File: config.mk
export PLATFORM = sky130hd
export DESIGN_NAME = conv_peak_detector
export DESIGN_NICKNAME = d
export VERILOG_FILES = /design/src/rtl/conv_pkg.sv /design/src/rtl/conv_abs_sat.sv /design/src/rtl/conv_peak_detector.sv
export SDC_FILE = /design/constraint.sdc
export NUM_CORES = 1
export LEC_CHECK = 0
export CAP_MARGIN = 0
export CORE_ASPECT_RATIO = 1.2
export CORE_MARGIN = 4
export CORE_UTILIZATION = 47
export CTS_CLUSTER_DIAMETER = 50
export DETAILED_ROUTE_END_ITERATION = 7
export PLACE_DENSITY = 0.67
export REMOVE_ABC_BUFFERS = 1
export SYNTH_ARGS = -nofsm -noshare
export SYNTH_HDL_FRONTEND = slang
export SYNTH_SLANG_ARGS = --single-unit
File: constraint.sdc
create_clock -name CLK -period 7.2 [get_ports CLK]
set_input_delay 0.72 -clock CLK [delete_from_list [all_inputs] [get_ports CLK]]
set_output_delay 0.72 -clock CLK [all_outputs]
set_load 0.01 [all_outputs]
File: src/rtl/conv_pkg.sv
// conv_pkg: shared types, defaults and helpers for filter-output consumers
package conv_pkg;

    localparam int DATA_W_DEFAULT = 32;

    typedef enum logic [1:0] {IDLE, BLANK, SEARCH, DONE} stateT;

    // |x| with the most negative value clamped to the largest positive value
    function automatic logic [DATA_W_DEFAULT-1:0] absSat(input logic signed [DATA_W_DEFAULT-1:0] x);
        return x == {1'b1, {(DATA_W_DEFAULT-1){1'b0}}} ? {1'b0, {(DATA_W_DEFAULT-1){1'b1}}} :
               x[DATA_W_DEFAULT-1] ? -x : x;
    endfunction

endpackage

File: src/rtl/conv_abs_sat.sv
// conv_abs_sat: combinational signed-to-unsigned magnitude with saturation
module conv_abs_sat
    import conv_pkg::*;
#(
    parameter int DATA_W = DATA_W_DEFAULT
) (
    input  logic signed [DATA_W-1:0] iData,
    output logic        [DATA_W-1:0] oMag
);

    localparam logic [DATA_W-1:0] minNeg = {1'b1, {(DATA_W-1){1'b0}}};

    // negate negatives; -2^(W-1) has no positive twin so it clamps
    always_comb begin
        oMag = iData == minNeg ? ~minNeg : iData[DATA_W-1] ? -iData : iData;
    end

endmodule

File: src/rtl/conv_peak_detector.sv
// conv_peak_detector: blanked, windowed largest-magnitude search on the FIR output
module conv_peak_detector
    import conv_pkg::*;
#(
    parameter int DATA_W     = DATA_W_DEFAULT,
    parameter int BLANK_LEN  = 64,
    parameter int WINDOW_LEN = 4096,
    parameter int IDX_W      = 13
) (
    input  logic                     CLK,
    input  logic                     reset,
    input  logic                     iStart,
    input  logic signed [DATA_W-1:0] iData,
    input  logic                     iDataValid,
    input  logic        [DATA_W-1:0] iThreshold,
    input  logic                     iResultAck,
    output logic        [DATA_W-1:0] oPeakVal,
    output logic        [IDX_W-1:0]  oPeakIdx,
    output logic                     oDetected,
    output logic                     oResultValid,
    output logic                     oBusy
);

    localparam logic [IDX_W-1:0] blankLast  = IDX_W'(BLANK_LEN - 1);
    localparam logic [IDX_W-1:0] windowLast = IDX_W'(BLANK_LEN + WINDOW_LEN - 1);
    localparam stateT            firstState = BLANK_LEN == 0 ? SEARCH : BLANK;

    stateT             state, nextState;
    logic [IDX_W-1:0]  cnt, runIdx, newIdx;
    logic [DATA_W-1:0] runPeak, newPeak, thrLatch, mag;
    logic              startAccept, searchValid, isUpdate;

    conv_abs_sat #(.DATA_W(DATA_W)) uAbs (.iData(iData), .oMag(mag));

    // running peak including the current sample; ties keep the earlier one
    always_comb begin
        startAccept = iStart && (state == IDLE || (state == DONE && iResultAck));
        searchValid = state == SEARCH && iDataValid;
        isUpdate    = mag > runPeak;
        newPeak     = isUpdate ? mag : runPeak;
        newIdx      = isUpdate ? cnt : runIdx;
    end

    // state register
    always_ff @(posedge CLK or negedge reset) begin
        if (!reset) state <= IDLE;
        else        state <= nextState;
    end

    // next-state: captures never restart mid-window, only from IDLE or an acked DONE
    always_comb begin
        nextState = state;
        case (state)
            IDLE:    nextState = iStart ? firstState : IDLE;
            BLANK:   nextState = iDataValid && cnt == blankLast ? SEARCH : BLANK;
            SEARCH:  nextState = iDataValid && cnt == windowLast ? DONE : SEARCH;
            DONE:    nextState = iResultAck ? (iStart ? firstState : IDLE) : DONE;
            default: nextState = IDLE;
        endcase
    end

    // busy decode from the registered state
    always_comb begin
        oBusy = state == BLANK || state == SEARCH;
    end

    // datapath: counter, running peak, threshold latch and held result registers
    always_ff @(posedge CLK or negedge reset) begin
        if (!reset) begin
            cnt          <= '0;
            runPeak      <= '0;
            runIdx       <= '0;
            thrLatch     <= '0;
            oPeakVal     <= '0;
            oPeakIdx     <= '0;
            oDetected    <= 1'b0;
            oResultValid <= 1'b0;
        end else begin
            if (startAccept) begin
                cnt      <= '0;
                runPeak  <= '0;
                runIdx   <= '0;
                thrLatch <= iThreshold;
            end else if ((state == BLANK && iDataValid) || searchValid) begin
                cnt <= cnt + 1'b1;
            end
            if (searchValid) begin
                runPeak <= newPeak;
                runIdx  <= newIdx;
            end
            if (searchValid && cnt == windowLast) begin
                oPeakVal     <= newPeak;
                oPeakIdx     <= newIdx;
                oDetected    <= newPeak >= thrLatch;
                oResultValid <= 1'b1;
            end else if (state == DONE && iResultAck) begin
                oResultValid <= 1'b0;
            end
        end
    end

endmodule

==> summary.md, run 1 <==
| Metric | Value |
|---|---|
| Layout cell share with drive strength beyond 1 | `0.124` |
| Critical Path Most Common Cell | `nand4_1` |
| Max IR drop VDD | `216 uV` |
| DR pass1 iterations | `4` |
| Critical path arrival | `7050 ps` |
| Yosys warnings | `0` |
| CTS H-tree depth | `4` |
| Final critical-path required period | `6710 ps` |
| Sequential area share after synthesis | `0.425` |
| Post-layout util | `0.600` |
| Number of synthesized flops with an enable pin | `0` |
| Least-Margin Pin Slew | `1100 ps` |
| Worst-path fanout max | `15` |
| Post-synthesis cell area | `0.00819 mm^2` |
| Power per cell area | `233 mW/mm^2` |
| Sequence of cells on the critical path | `clkdlybuf4s50_1, or3_1, nor4_4, nand2_2, o41a_1, o22a_1, ha_1, nand4_1, nor4_1, nand2_1, a21bo_2, and2_2, buf_4, mux2_2, ha_1, nand4_1, nor3_1, nand4_1, nor3_1, a21oi_1, a31oi_1` |
| Crit-path slowest cell | `clkdlybuf4s50_1` |
| CTS buffer count | `17` |
| Family with the most delay on the worst path | `simple AND/OR/NAND/NOR gates` |
| Max Root-Sink Buffers | `2` |
| Worst hold path type | `in -> async` |
| Via Count | `6565` |
| Post-synth top flop | `dfrtp_1` |
| Initial Util | `0.482` |
| Largest net degree at the start of global routing | `78` |
| Clock Power Share | `0.351` |
| Largest area contributor in the netlist | `dfrtp_1` |
| # nets final | `1099` |
| Final setup viols | `0` |
| Leakage | `0.00463 uW` |
| Gr usage total | `0.212` |
| Antenna fix cells | `0` |
| Post-Syn Instances | `846` |
| Routed vias/inst | `5.53` |
| Final WL | `20.1 mm` |
| Final Instance Area | `0.0102 mm^2` |
| Total power | `2380 uW` |
| Mean post-synth cell area | `9.68 um^2` |
| P_sw | `750 uW` |
| Register share of total power | `0.383` |
| WP data required | `7540 ps` |
| Slew headroom | `0.265` |
| Vias in the first global route | `6606` |
| R2R cell count | `16` |
| Worst-Skew Late Latency | `420 ps` |
| Largest cells by area after synthesis | `dfrtp_1, ha_1, mux2_2` |
| CTS tree | `built` |
| Gpl congestion | `0.868` |
| Pint | `1630 uW` |
| Max Fclk | `0.149 GHz` |
| Rows | `52` |
| Grt total ovfl | `0` |
| Sinks on Clock Net | `139` |
| CP Capture Type | `flip-flop` |
| Final Max Tran Viols | `0` |
| Status | `finished clean` |
| Synth cell types | `56` |
| Port Buffer Count | `116` |
| Post-DRT Antenna Nets | `0` |
| Clock-pin slew on the worst setup and hold paths | `60 ps` |
| Crit path buffers/inverters | `2` |
| DR WL/cell | `16.9 um` |
| CP Class | `in -> reg` |
| Yosys top cell area share | `0.425` |
| Crit path launch type | `primary input` |
| # DRC | `0` |
| Ys async rst share | `1.00` |
| Initial antenna violation count | `0` |
| Placeable Area | `0.0170 mm^2` |
| CP max stage delay | `530 ps` |
| RSZ-0062 raised after global routing | `false` |
| Final Hold Viols | `0` |
| Layout Area Growth over Synthesis | `24.3%` |
| Die ar. | `0.0196 mm^2` |
| Number of DRC markers in iteration 0 | `339` |
| FF+latch count, synth | `139` |
| First-pass GRT wire length | `33.2 mm` |
| WP depth | `21` |
| DP HPWL | `14.5 mm` |
| Die Y-Extent | `153 um` |
| Period utilization | `0.932` |
| CTS Root Cell | `clkbuf_16` |
| Placed Area | `0.00961 mm^2` |
| # IOs | `117` |
| Layout Skew | `7.91 ps` |
| Max Cap Viol | `0` |
| Combinational Power Share | `0.266` |
| Die Width | `128 um` |
| Sw frac | `0.316` |
==> routing by layer <==
| metal | GRT usage | vias to the layer above | wire [um] |
|---|---|---|---|
| met5 | 0 | - | 0 |
| met4 | 0.0820 | 0 | 452 |
| met3 | 0.0347 | 33 | 614 |
| li1 | - | 3235 | - |
| met2 | 0.361 | 113 | 10100 |
| met1 | 0.268 | 3184 | 8940 |
==> cell families (layout without fill, tap and decap cells) <==
kind of cell | Yosys count | in the layout | synth area share
buf+inv | 115 | 241 | 0.0530
flops | 139 | 139 | 0.425
mux | 69 | 69 | 0.0938
simple gates | 230 | 230 | 0.136
xor+xnor | 23 | 23 | 0.0246
compound gates | 199 | 199 | 0.160
fa+ha+maj | 71 | 71 | 0.108
==> power by group through the flow <==
stage,clock (uW),combinational (uW),sequential [uW]
after global routing,890,738,918
after global placement,0,631,920
after detailed placement,0,637,923
after CTS,853,645,909
final,834,633,909
after floorplan,0,419,914
==> timing repair <==
item | in CTS | in global routing
gates resized for setup | 0 | 0
hold buffers | 0 | 0
buffers inserted | 0 | 1
endpoints found under the setup margin | 0 | 1
==> layout by cell type, fill, tap and decap left out, types with 9 or more instances in the layout <==
master,n
a21o_1,9
a21oi_1,44
a22o_1,45
buf_4,15
clkbuf_16,17
clkdlybuf4s50_1,115
dfrtp_1,139
ha_1,71
inv_1,78
mux2_2,62
nand2_1,96
nand3_1,18
nand4_1,20
nor2_1,39
nor3_1,14
o21ai_0,58
xor2_1,17
==> worst paths after layout <==
path                                 to  slack [ps]   startpoint
min in group CLK            oPeakIdx[6]         470  oPeakIdx[6]
hold reg to reg             oPeakIdx[6]         470  oPeakIdx[6]
hold / removal             thrLatch[28]         290        reset
setup reg to reg              oDetected        2500  runPeak[31]
max in group asynchronous        cnt[8]        5530        reset
setup / recovery              oDetected         490    iData[12]
==> metrics by stage <==
| stage | setup slack [ps] | TNS, ps | hold slack [ps] | std cells |
|---|---|---|---|---|
| 3_3_place_gp | -13.5 | -13.5 | 457 | 1155 |
| 4_1_cts | 315 | 0 | 317 | 1187 |
| 6_report | 492 | 0 | 286 | 1188 |
| 5_1_grt | 2.03 | 0 | 338 | 1188 |
| 2_1_floorplan | 170 | 0 | 424 | 809 |
| 3_5_place_dp | -90.6 | -90.6 | 459 | 1155 |
==> sequential cells by signal (all words and copies together) (netlist names) <==
signal and flops:
oPeakVal 32, runPeak 32, thrLatch 32, cnt 13
oPeakIdx 13, runIdx 13, state 2, oDetected 1
oResultValid 1
==> Yosys cell counts (2+ instances only) <==
cell	instances
dfrtp_1	139
nand2_1	96
inv_1	78
ha_1	71
mux2_2	62
o21ai_0	58
a21oi_1	46
a22o_1	45
nor2_1	39
clkbuf_1	33
nand4_1	20
nand3_1	18
xor2_1	17
nor3_1	14
a21o_1	9
o31ai_1	8
or3_1	8
mux2i_1	7
nor4_1	6
xnor2_1	6
a31oi_1	5
nor2b_1	5
o21a_1	5
a211oi_1	4
and3_1	4
nand4b_1	4
nand2b_1	3
o41ai_1	3
and2_1	2
buf_1	2
buf_2	2
o211ai_1	2
or4_4	2
==> cell type report <==
cell class | instances | area [um^2]
inverter | 78 | 293
sequential | 139 | 3480
tap | 216 | 270
clock buffer | 20 | 447
clock inverter | 12 | 115
timing repair buffer | 131 | 1270
multi-input combinational | 592 | 4300
fill | 1478 | 6800
(Power assumes the default switching activity.)
==> inputs of run 2 (changes only) <==
--- a/config.mk
+++ b/config.mk
@@ -6,12 +6,15 @@
 export NUM_CORES = 1
 export LEC_CHECK = 0
 export CAP_MARGIN = 0
+export CELL_PAD_IN_SITES_DETAIL_PLACEMENT = 1
+export CELL_PAD_IN_SITES_GLOBAL_PLACEMENT = 1
 export CORE_ASPECT_RATIO = 1.2
 export CORE_MARGIN = 4
-export CORE_UTILIZATION = 47
+export CORE_UTILIZATION = 46
 export CTS_CLUSTER_DIAMETER = 50
 export DETAILED_ROUTE_END_ITERATION = 7
-export PLACE_DENSITY = 0.67
+export GPL_TIMING_DRIVEN = 0
+export PLACE_DENSITY = 0.83
 export REMOVE_ABC_BUFFERS = 1
 export SYNTH_ARGS = -nofsm -noshare
 export SYNTH_HDL_FRONTEND = slang
==> run 2 against run 1 <==
  * Setup slack better by 1.9 ps
  * Critical path depth down 1
  * Global-route usage up 3.9 points
  * Clock power up 2.9%
  * Critical path type unchanged
  * Flip-flop and latch count unchanged
  * Clock skew up 2.1 ps
  * Highest routed layer unchanged
  * Worst hold slack worse by 22 ps
==> summary.md, run 2 (synthesis gave the netlist of run 1 again) <==
| Metric | Value |
|---|---|
| DR WL/cell | `20.5 um (+21%)` |
| Worst hold path type | `in -> async` |
| Antenna fix cells | `0 (unchanged)` |
| First-pass GRT wire length | `39.6 mm (+19%)` |
| Final Hold Viols | `0 (unchanged)` |
| Layout Area Growth over Synthesis | `25.6%` |
| Die Width | `130 um (+1.0%)` |
| Period utilization | `0.931 (about the same)` |
| Reg2Reg Capture Point | `oDetected` |
| CP Class | `in -> reg` |
| Post-layout util | `0.588 (-0.0120)` |
| Commonest non-fill, non-tap cell in the layout | `dfrtp_1` |
| Top flop regs | `oPeakVal x32, runPeak x32, thrLatch x32` |
| Gpl congestion | `0.851 (-1.9%)` |
| Worst-Skew Late Latency | `430 ps (about the same)` |
| Crit path launch | `iData[11]` |
| Initial Util | `0.468 (-0.0145)` |
| Crit path launch type | `primary input` |
| Grt total ovfl | `0 (unchanged)` |
| Total power | `2450 uW (+3.3%)` |
| Leakage | `0.00466 uW (+0.52%)` |
| Vias in the first global route | `7792 (+18%)` |
| Layout Skew | `10.1 ps (+2.14 ps)` |
| WP data required | `7550 ps (about the same)` |
| Die ar. | `0.0200 mm^2 (+2.1%)` |
| Die Y-Extent | `154 um (+1.0%)` |
| Max Cap Viol | `0 (unchanged)` |
| Number of DRC markers in iteration 0 | `310 (-8.6%)` |
| Final WL | `24.3 mm (+21%)` |
| Routed vias/inst | `5.82 (+5.3%)` |
| # DRC | `0 (unchanged)` |
| Placeable Area | `0.0175 mm^2 (+3.1%)` |
| Slew headroom | `0.168 (-0.0978)` |
| CTS buffer count | `17 (unchanged)` |
| Post-DRT Antenna Nets | `0 (unchanged)` |
| Critical path arrival | `7050 ps (about the same)` |
| CP Capture Type | `flip-flop` |
| Rows | `53 (+1.9%)` |
| Crit Reg-Reg Startpoint | `runPeak[1]` |
| Least-Margin Pin Slew | `1250 ps (+148 ps)` |
| DR pass1 iterations | `5 (+1)` |
| Via Count | `6916 (+5.3%)` |
| Gr usage total | `0.251 (+0.0391)` |
| Clock-pin slew on the worst setup and hold paths | `60 ps (about the same)` |
| Sinks on Clock Net | `139 (unchanged)` |
| Hold_buf cts | `0 (unchanged)` |
| CTS tree | `built` |
| Largest net degree at the start of global routing | `78 (unchanged)` |
| Worst slack, placed | `-909 ps (-818 ps)` |
| Initial antenna violation count | `0 (unchanged)` |
| Status | `finished clean` |
| Max Root-Sink Buffers | `2 (unchanged)` |
| Final setup viols | `0 (unchanged)` |
| DP HPWL | `17.1 mm (+18%)` |
| R2R setup slack | `2670 ps (+170 ps)` |
| Power per cell area | `238 mW/mm^2 (+2.2%)` |
| Final setup margin | `493 ps (+1.94 ps)` |
| Layout cell share with drive strength beyond 1 | `0.123 (-0.00155)` |
| Port Buffer Count | `116 (unchanged)` |
| CTS H-tree depth | `4 (unchanged)` |
| CTS Root Cell | `clkbuf_16` |
| # IOs | `117 (unchanged)` |
| RSZ-0062 raised after global routing | `false` |
| Worst-path fanout max | `24 (+9)` |
| # nets final | `1095 (-0.36%)` |
| Commonest cells after routing, fill and taps aside | `dfrtp_1, clkdlybuf4s50_1, nand2_1` |
| Max IR drop VDD | `181 uV (-16%)` |
| Final critical-path required period | `6710 ps (-1.94 ps)` |
| R2R cell count | `16 (unchanged)` |
| Max Fclk | `0.149 GHz (about the same)` |
| Hold slack | `264 ps (-22.1 ps)` |
| Final Max Tran Viols | `0 (unchanged)` |
-- run 2: cell count changes in the layout (fill, tap and decap cells not counted), sizes merged --
cell	delta
nand4	+1
clkinvlp	+1
dlymetal6s2s	+1
clkdlybuf4s50	-1
buf	-5
inv	+1
clkbuf	-2
-- run 2: worst max-delay path: stages --
cell and delay [ps]:
clkdlybuf4s50_1 490, or3_1 510, nor4_4 470, nand4_1 580
nand2_1 350, ha_1 300, nand4_1 160, nor2_1 80
o2bb2ai_1 130, o31ai_1 560, and2_4 500, buf_12 240
mux2_2 370, ha_1 330, nand2_1 80, nor3_1 240
nand4_1 210, nor3_1 320, a21oi_1 170, a31oi_1 220
-- run 2: metal layers --
metal	global-route usage	up-vias	share of wire
li1	-	3228	-
met1	0.291	3501	0.40
met2	0.456	143	0.53
met3	0.0431	44	0.040
met4	0.0941	0	0.029
met5	0	-	0
-- run 2: final cells by class --
| cell class | instances | area, um^2 |
|---|---|---|
| Clock inverter | 14 | 138 |
| Fill cell | 1938 | 7220 |
| Tap cell | 220 | 275 |
| Clock buffer | 18 | 429 |
| Multi-Input combinational cell | 593 | 4330 |
| Inverter | 78 | 293 |
| Sequential cell | 139 | 3480 |
| Timing Repair Buffer | 126 | 1350 |
-- run 2: worst max path at each step --
stage                            to  cells after the start
after floorplan           runIdx[0]                     15
after global placement    runIdx[0]                     16
after detailed placement  oDetected                     22
after CTS                 oDetected                     21
after global routing      oDetected                     23
final                     oDetected                     20
-- run 2: repair_timing --
item / CTS / global route
pin swaps: 0 / 1
buffers inserted: 0 / 4
gates cloned: 1 / 0
gates resized for setup: 1 / 4
setup endpoints to repair: 1 / 1
-- run 2: stage by stage --
step | setup TNS, ps | cells | cell area [um^2]
2_1_floorplan | 0 | 809 | 8050
3_3_place_gp | -268870 | 1145 | 9480
3_5_place_dp | -909 | 1151 | 9660
4_1_cts | 0 | 1184 | 10200
5_1_grt | 0 | 1188 | 10300
6_report | 0 | 1188 | 10300
-- run 2: power breakdown --
part / switching (uW) / internal, uW / total (uW)
Sequential: 35.9 / 875 / 911
Clock: 376 / 482 / 858
Combinational: 407 / 277 / 683
==> inputs of run 3 (changes only) <==
--- a/config.mk
+++ b/config.mk
@@ -5,7 +5,7 @@
 export SDC_FILE = /design/constraint.sdc
 export NUM_CORES = 1
 export LEC_CHECK = 0
-export CAP_MARGIN = 0
+export CAP_MARGIN = 15
 export CELL_PAD_IN_SITES_DETAIL_PLACEMENT = 1
 export CELL_PAD_IN_SITES_GLOBAL_PLACEMENT = 1
 export CORE_ASPECT_RATIO = 1.2
@@ -14,6 +14,7 @@
 export CTS_CLUSTER_DIAMETER = 50
 export DETAILED_ROUTE_END_ITERATION = 7
 export GPL_TIMING_DRIVEN = 0
+export MAX_ROUTING_LAYER = met4
 export PLACE_DENSITY = 0.83
 export REMOVE_ABC_BUFFERS = 1
 export SYNTH_ARGS = -nofsm -noshare
==> run 3 against run 2 <==
  * Flip-flop and latch count did not move
  * Setup slack got worse by 52 ps
  * Fmax fell by 0.77%
  * Sequential share of layout area fell by 0.23 points
  * Power rose by 3.1%
  * Routed wire length fell by 0.81%
  * Critical endpoint unchanged
==> summary.md, run 3 (synthesis gave the netlist of run 1 again) <==
| Metric | Value |
|---|---|
| Status | `finished clean` |
| Crit Reg-Reg Startpoint | `runPeak[31]` |
| Cells after DPL | `1151 (unchanged)` |
| Crit path buffers/inverters | `3 (+1)` |
| Max Fclk | `0.148 GHz (-0.77%)` |
| Critical Path Most Common Cell | `ha_1` |
| Final critical-path required period | `6760 ps (+52.0 ps)` |
| Via Count | `6909 (-0.10%)` |
| Least-Margin Pin Slew | `1060 ps (-187 ps)` |
| Initial antenna violation count | `0 (unchanged)` |
| Final setup viols | `0 (unchanged)` |
| Worst-path fanout max | `24 (unchanged)` |
| DP HPWL | `17.1 mm (about the same)` |
| Slew headroom | `0.292 (+0.124)` |
| Final Instance Area | `0.0104 mm^2 (+0.69%)` |
| CP max stage delay | `510 ps (-70 ps)` |
| Vias in the first global route | `7640 (-2.0%)` |
| Period utilization | `0.939 (+0.00722)` |
| CTS buffer count | `17 (unchanged)` |
| Power per cell area | `244 mW/mm^2 (+2.4%)` |
| # DRC | `0 (unchanged)` |
| Max Cap Viol | `0 (unchanged)` |
| R2R setup slack | `2650 ps (-20 ps)` |
| Rows | `53 (unchanged)` |
| Clock-pin slew on the worst setup and hold paths | `60 ps (about the same)` |
| Commonest non-fill, non-tap cell in the layout | `dfrtp_1` |
| CP Capture Type | `flip-flop` |
| Final setup margin | `442 ps (-52.0 ps)` |
| Largest net degree at the start of global routing | `78 (unchanged)` |
| Initial Util | `0.468 (unchanged)` |
| Gpl congestion | `0.865 (+1.6%)` |
| Critical path arrival | `7050 ps (about the same)` |
| CTS Root Cell | `clkbuf_16` |
| Max Root-Sink Buffers | `2 (unchanged)` |
| Top flop regs | `oPeakVal x32, runPeak x32, thrLatch x32` |
| Final WL | `24.1 mm (-0.81%)` |
| Total power | `2530 uW (+3.1%)` |
| Die ar. | `0.0200 mm^2 (unchanged)` |
| WP data required | `7490 ps (-60 ps)` |
| Worst-Skew Late Latency | `440 ps (about the same)` |
| Layout Area Growth over Synthesis | `26.5%` |
| Sinks on Clock Net | `139 (unchanged)` |
| Post-route setup TNS | `0 ps (unchanged)` |
| Placeable Area | `0.0175 mm^2 (unchanged)` |
| Reg2Reg Capture Point | `oDetected` |
| Die Y-Extent | `154 um (unchanged)` |
| FF/Latch Area | `0.00348 mm^2 (unchanged)` |
| CP Class | `in -> reg` |
| Number of DRC markers in iteration 0 | `255 (-18%)` |
| Layout cell share with drive strength beyond 1 | `0.124 (+0.000905)` |
| Family with the most delay on the worst path | `simple AND/OR/NAND/NOR gates` |
| Placed Area | `0.00966 mm^2 (unchanged)` |
| Die Width | `130 um (unchanged)` |
| Crit-path slowest cell | `nor4_1` |
| RSZ-0062 raised after global routing | `false` |
| Worst slack, placed | `-900 ps (+9.39 ps)` |
| Crit path launch | `iData[1]` |
| WP depth | `23 (+15%)` |
| CP Capture Point | `oDetected` |
| Final Max Tran Viols | `0 (unchanged)` |
| Area of the multi-input gates | `0.00432 mm^2 (-0.29%)` |
| DR pass1 iterations | `4 (-1)` |
| Sequence of cells on the critical path | `clkdlybuf4s50_1, inv_1, ha_1, nor3b_2, and4b_1, nand2_2, o41a_1, o22a_1, ha_1, nand4_1, nor4_1, nand2_1, a21bo_2, and2_4, buf_12, mux2_2, ha_1, a21o_1, a211o_1, nor2_1, o311ai_0, a21oi_1, a31oi_1` |
| Leakage | `0.00468 uW (+0.55%)` |
| Hold_buf cts | `0 (unchanged)` |
| Gr usage total | `0.256 (+0.00474)` |
| R2R cell count | `16 (unchanged)` |
| Post-DRT Antenna Nets | `0 (unchanged)` |
| Routed vias/inst | `5.81 (-0.27%)` |
| Layout filler cell count | `1928 (-0.52%)` |
| CTS H-tree depth | `4 (unchanged)` |
| Port Buffer Count | `116 (unchanged)` |
| Commonest cells after routing, fill and taps aside | `dfrtp_1, clkdlybuf4s50_1, nand2_1` |
| Non-filler cells, final | `1190 (+0.17%)` |
| # IOs | `117 (unchanged)` |
| First-pass GRT wire length | `39.1 mm (-1.1%)` |
| Final Hold Viols | `0 (unchanged)` |
| Grt total ovfl | `0 (unchanged)` |
| CTS tree | `built` |
| Max IR drop VDD | `163 uV (-9.9%)` |
| DR WL/cell | `20.3 um (-0.98%)` |
| # nets final | `1096 (+0.091%)` |
| Layout Skew | `11.6 ps (+1.56 ps)` |
| Worst hold path type | `in -> async` |
| Crit path launch type | `primary input` |
## run 3: final cells by class
class | count | area share
sequential | 139 | 0.336
clock buffer | 18 | 0.0424
inverter | 78 | 0.0283
timing repair buffer | 127 | 0.132
multi-input combinational | 593 | 0.417
antenna | 1 | 0.000242
tap | 220 | 0.0266
clock inverter | 14 | 0.0178
## run 3: metal layers
metal | share of wire | up-vias | global-route usage
met5 | 0 | - | -
met4 | 0.037 | 0 | 0.110
met3 | 0.036 | 57 | 0.0431
met2 | 0.52 | 149 | 0.438
met1 | 0.41 | 3472 | 0.292
li1 | - | 3231 | -
## run 3: timing repair
action | 4_1_cts | 5_1_grt
hold endpoints to repair | 0 | 0
setup endpoints to repair | 1 | 1
buffers inserted | 0 | 4
pin swaps | 0 | 2
gates cloned | 1 | 0
gates resized for setup | 1 | 1
## run 3: how the worst min path moves through the flow
stage,from,endpoint,slack [ps],cells past startpoint
finish,reset,thrLatch[29],250,1
detailed placement,oPeakIdx[6],oPeakIdx[6],460,2
floorplan,reset,cnt[0],420,0
global route,reset,thrLatch[29],300,1
CTS,reset,thrLatch[29],280,1
global placement,oPeakIdx[6],oPeakIdx[6],460,2
## run 3: power by group
group | internal, uW | switching (uW)
Clock | 561 | 373
Combinational | 277 | 406
Sequential | 875 | 36.0
Total | 1710 | 816
## run 3: per-stage QoR
stage	hold WS, ps	util
floorplan	424	-
global placement	457	0.542
detailed placement	462	0.552
CTS	279	0.588
global route	300	0.591
finish	254	0.592
